[src/rtl/wave_capture_if.sv]
// Capture-side bundle: sample/frame strobes in, RAM write port and display-half select out.
interface wave_capture_if;
  logic        new_sample;
  logic [15:0] sample;
  logic        new_frame;
  logic        write_en;
  logic [8:0]  write_address;
  logic [7:0]  write_sample;
  logic        read_index;
  logic        capture_busy;

  modport master (
    output new_sample, sample, new_frame,
    input  write_en, write_address, write_sample, read_index, capture_busy
  );

  modport slave (
    input  new_sample, sample, new_frame,
    output write_en, write_address, write_sample, read_index, capture_busy
  );
endinterface

[src/rtl/wave_capture.sv]
// Zero-crossing triggered 256-sample waveform capture into a double-buffered RAM; writes are
// combinational with new_sample (0 cycles), no backpressure. Optional forced trigger: WAVE_CAPTURE_TIMEOUT_EN.
module wave_capture #(
  parameter int TIMEOUT_SAMPLES = 1024
) (
  input  logic          clk,
  input  logic          reset,
  wave_capture_if.slave bus
);

  typedef enum logic [1:0] {
    ARMED  = 2'b00,
    ACTIVE = 2'b01,
    WAIT   = 2'b10
  } state_t;

  state_t     state, state_nxt;
  logic [7:0] slot;
  logic       prev_neg;
  logic       disp_half;
  logic       timeout_hit;
  logic       trigger;
  logic       active_write;

  assign trigger      = (state == ARMED) && bus.new_sample &&
                        ((prev_neg && !bus.sample[15]) || timeout_hit);
  assign active_write = (state == ACTIVE) && bus.new_sample;

`ifdef WAVE_CAPTURE_TIMEOUT_EN
  localparam int TW = $clog2(TIMEOUT_SAMPLES + 1);
  logic [TW-1:0] timeout_cnt;

  assign timeout_hit = bus.new_sample && (timeout_cnt == TW'(TIMEOUT_SAMPLES));

  // Held at zero outside ARMED, so it always starts fresh on entry.
  always_ff @(posedge clk or negedge reset) begin
    if (!reset) begin
      timeout_cnt <= '0;
    end else if (state != ARMED || trigger) begin
      timeout_cnt <= '0;
    end else if (bus.new_sample) begin
      timeout_cnt <= timeout_cnt + TW'(1);
    end
  end
`else
  localparam int UNUSED_TIMEOUT = TIMEOUT_SAMPLES;
  assign timeout_hit = 1'b0;
`endif

  // Low sample byte is below display resolution.
  logic unused_sample_lsbs;
  assign unused_sample_lsbs = &{1'b0, bus.sample[7:0]};

  always_ff @(posedge clk or negedge reset) begin
    if (!reset) begin
      state <= ARMED;
    end else begin
      state <= state_nxt;
    end
  end

  always_comb begin
    state_nxt = state;
    case (state)
      ARMED:   if (trigger) state_nxt = ACTIVE;
      ACTIVE:  if (active_write && slot == 8'hFF) state_nxt = WAIT;
      WAIT:    if (bus.new_frame) state_nxt = ARMED;
      default: state_nxt = ARMED;
    endcase
  end

  always_comb begin
    bus.write_en     = reset && (trigger || active_write);
    bus.capture_busy = (state == ACTIVE) || (state == WAIT);
  end

  // Slot saturates at 255 on the last write so it never wraps while leaving ACTIVE.
  always_ff @(posedge clk or negedge reset) begin
    if (!reset) begin
      slot      <= 8'd0;
      prev_neg  <= 1'b0;
      disp_half <= 1'b0;
    end else begin
      if (bus.new_sample) begin
        prev_neg <= bus.sample[15];
      end
      if (trigger) begin
        slot <= 8'd1;
      end else if (active_write && slot != 8'hFF) begin
        slot <= slot + 8'd1;
      end else if ((state == WAIT && bus.new_frame) ||
                   (state != ARMED && state != ACTIVE && state != WAIT)) begin
        slot <= 8'd0;
      end
      if (state == WAIT && bus.new_frame) begin
        disp_half <= ~disp_half;
      end
    end
  end

  assign bus.write_address = {~disp_half, slot};
  assign bus.write_sample  = {~bus.sample[15], bus.sample[14:8]};
  assign bus.read_index    = disp_half;

endmodule

[src/flat_wrapper.sv]
// flat-port wrapper written by rule: the top's interface ports become plain ports
module wave_capture_flat 
#(
  parameter int TIMEOUT_SAMPLES = 1024
)
  (clk, reset, bus_new_sample, bus_sample, bus_new_frame, bus_write_en, bus_write_address, bus_write_sample, bus_read_index, bus_capture_busy);
  wave_capture_if bus_i ();
  input  logic clk;
  input  logic reset;
  input wire logic [$bits(bus_i.new_sample)-1:0] bus_new_sample;
  input wire logic [$bits(bus_i.sample)-1:0] bus_sample;
  input wire logic [$bits(bus_i.new_frame)-1:0] bus_new_frame;
  output wire logic [$bits(bus_i.write_en)-1:0] bus_write_en;
  output wire logic [$bits(bus_i.write_address)-1:0] bus_write_address;
  output wire logic [$bits(bus_i.write_sample)-1:0] bus_write_sample;
  output wire logic [$bits(bus_i.read_index)-1:0] bus_read_index;
  output wire logic [$bits(bus_i.capture_busy)-1:0] bus_capture_busy;
  assign bus_i.new_sample = bus_new_sample;
  assign bus_i.sample = bus_sample;
  assign bus_i.new_frame = bus_new_frame;
  assign bus_write_en = bus_i.write_en;
  assign bus_write_address = bus_i.write_address;
  assign bus_write_sample = bus_i.write_sample;
  assign bus_read_index = bus_i.read_index;
  assign bus_capture_busy = bus_i.capture_busy;
  wave_capture #(.TIMEOUT_SAMPLES(TIMEOUT_SAMPLES)) u_core (.clk(clk), .reset(reset), .bus(bus_i));
endmodule
[config.mk]
export PLATFORM = sky130hd
export DESIGN_NAME = wave_capture_flat
export DESIGN_NICKNAME = d
export VERILOG_FILES = /design/src/rtl/wave_capture_if.sv /design/src/rtl/wave_capture.sv /design/src/flat_wrapper.sv
export SDC_FILE = /design/constraint.sdc
export NUM_CORES = 1
export LEC_CHECK = 0
export CAP_MARGIN = 0
export CORE_UTILIZATION = 60
export DETAILED_ROUTE_END_ITERATION = 7
export DONT_BUFFER_PORTS = 1
export PLACE_DENSITY_LB_ADDON = 0.3
export SYNTH_ARGS = -nofsm -noshare
export SYNTH_HDL_FRONTEND = slang
export SYNTH_SLANG_ARGS = --single-unit
[constraint.sdc]
create_clock -name clk -period 3.5 [get_ports clk]
set_input_delay 0.35 -clock clk [delete_from_list [all_inputs] [get_ports clk]]
set_output_delay 0.35 -clock clk [all_outputs]
set_load 0.02 [all_outputs]
==> results.cfg <==
[placed_design]
placed_cells = 89
gp_congestion = 0.715
hpwl_um = 1120
io_buffers = 0

[floorplanning]
initial_core_util_pct = 64.0
rows = 13
core_region_area_um2 = 1300
die-area_um2 = 1540
die_w_um = 39.3
num_io_pins = 40
dieHeight_um = 39.3

[sta]
tightest_slew_ns = 0.706
slew_headroom_pct = 52.5
hold_viol = 0
max_freq_mhz = 456
period_minus_slack_ns = 2.19
fin_crit_sh_pct = 62.7
fin_skew_ns = 0.00727
setup_violations = 0
tns_ns = 0
rsz0062_at_grt = no
slew_viol_final = 0

[clocking]
ctsResizeCount = 0
cts.sinks = 12
cts_tree = built
post_cts_buffers = 0
cts_buffer_depth = 2
htree_levels = 1
insertion_delay_ns = 0.27
cts.root.buffer_cell = clkbuf_4
cts_hold_buf = 1
cts_made_buffers = 3
clk_pin_slew_ns = 0.07

[setup_path]
crit_required_ns = 3.15
startpoint = u_core.state[1]
r2r-start = u_core.slot[0]
path_cells = inv_1 > ha_1 > nand4b_2 > a21boi_0
endpoint_kind = output port
path_max_fanout = 4
r2r-end = u_core.slot[6]
max_stage_delay_ns = 0.63
setup.worst_path.class = flop to output port
ff2ff_path_depth = 5
cp_slowest_cell = a21boi_0
r2r_slack_ns = 1.60
arrival_ns = 1.84
startpoint_type = flop

[grt]
antenna_found_initial = 0
overflow = 0
grt_max_degree = 13
track_usage_pct = 24.0
grt_first_pass_wirelength_um = 2400
grt_pass1_vias = 564

[pwr]
p_comb_share_pct = 45.0
sw_frac_of_total_pct = 43.6
p_leak_uw = 0.000420
p_int_uw = 315
p_sw_uw = 244
power_frac_clock_pct = 14.5
pwr_density_cell_nw_per_um2 = 671
ir_drop_uv = 415
seqPwrFrac_pct = 40.5

[outcome]
outcome = completed

[min_path]
min_path_cells = 1
whs_endpoint = u_core.prev_neg
hp-class = input port to flop
min_from = bus_sample[15]

[synth]
yosysWarnings = 0
synth-async-reset-ratio_pct = 100
synth_top_area_share_pct = 36.0
yosysSeqAreaShare_pct = 36.0
yosysMostFrequentCell = dfrtp_1
synth_common_cells = dfrtp_1 (12), buf_4 (7), ha_1 (7)
syn-num-nets = 108
yosys.area.top_type = dfrtp_1
synthFlopType = dfrtp_1
syn_inst = 81
syn_area_um2 = 833
synth_seq_cells = 12
synth_edf_count = 0
netlist_top_cells_area = dfrtp_1 (36%), ha_1 (11%), buf_4 (6.3%)
yosysUniqueCellTypes = 32
syn_area_per_cell_um2 = 10.3

[drt]
dr.pass1.iters = 4
routed_wl_um = 1470
drc_errors = 0
num_vias = 587
viasPerCell = 6.31
drtIter0Drc = 4
drtAntennaViolNets = 0
wire_per_inst_um = 15.8

[final_layout]
final_net_count = 107
seqCellArea_um2 = 300
nFillCells = 99
layout.cells.non_filler = 93
syn2layout_area_growth_pct = -0.150
multi_input_area_um2 = 459
num_antenna_cells = 0
drive_gt1_share_pct = 12.8

[job]
cap_violations = 0
[power groups by stage]
stage	logic (uW)	clock network (uW)	registers, uW
after floorplan	220	0	220
after global placement	237	0	227
after detailed placement	246	0	230
after CTS	253	85.6	227
after global routing	282	90.2	234
final	251	80.8	226
[cell usage in the layout, fill, tap and decap left out]
cell	n
a211o_1	1
a21boi_0	1
a21o_1	1
a21oi_1	2
a221o_1	1
a22o_1	4
and2_1	3
and2_4	1
and3_1	1
clkbuf_4	3
dfrtp_1	12
dlygate4sd3_1	1
ha_1	7
inv_1	4
inv_4	1
mux2_1	2
mux2_2	1
nand2_1	5
nand3_1	5
nand3b_1	1
nand4_1	1
nand4_4	1
nand4b_2	1
nor2_1	3
nor2b_1	1
nor3_1	4
nor3b_1	1
o211ai_1	1
o211ai_4	1
o21ai_1	1
o21ai_2	1
o2bb2ai_1	3
xnor2_1	2
[registers in the layout, summed over array words and instances, names as in the netlist]
signal,cells
u_core.prev_neg,1
u_core.state,2
u_core.bus.read_index,1
u_core.slot,8
[critical path: cells and delay by family (launching register included)]
kind                     cells  cell delay [ns]
AO/OA/AOI/OAI                1             0.63
adder cells (fa/ha/maj)      1             0.21
flip-flops                   1             0.42
buffers and inverters        1             0.14
AND/OR/NAND/NOR              1             0.19
[area by class of cell]
| cell class | instances | area share [%] |
|---|---|---|
| Sequential cell | 12 | 36.1 |
| Clock buffer | 3 | 2.71 |
| Inverter | 5 | 2.56 |
| Tap cell | 15 | 2.26 |
| Timing Repair Buffer | 1 | 1.20 |
| Multi-Input combinational cell | 57 | 55.2 |
[stage by stage]
stage / total power (uW) / util [%] / cell area [um2] / worst slack [ns] / hold WS [ns]
floorplan: 440 / - / 833 / 1.76 / 0.0544
global placement: 464 / 61.4 / 800 / 1.64 / 0.0547
detailed placement: 476 / 61.4 / 800 / 1.59 / 0.0547
CTS: 566 / 63.9 / 832 / 1.28 / 0.214
global route: 606 / 63.9 / 832 / 1.23 / 0.217
finish: 559 / 63.9 / 832 / 1.31 / 0.223
[logic make-up after synthesis]
family / synth area share [%]
and+or+nand+nor: 20.7
AOI/OAI and AO/OA: 17.7
muxes: 4.05
adders and majority gates: 10.5
xor gates and xnor gates: 2.10
DFF: 36.0
buffers and inverters: 8.86
[routing by layer]
metal,share of wire [%],GRT usage (%)
met5,0,0
met4,0.95,8.62
met3,6.6,11.9
met2,49,40.0
met1,43,26.1
[how the worst max path moves through the flow]
stage / to / slack (ns) / cells after the start
2_1_floorplan: bus_write_en / 1.76 / 4
3_3_place_gp: u_core.slot[6] / 1.64 / 5
3_5_place_dp: bus_write_en / 1.59 / 4
4_1_cts: bus_write_en / 1.28 / 4
5_1_grt: bus_write_en / 1.23 / 4
6_report: bus_write_en / 1.31 / 4
(Power assumes the default switching activity.)
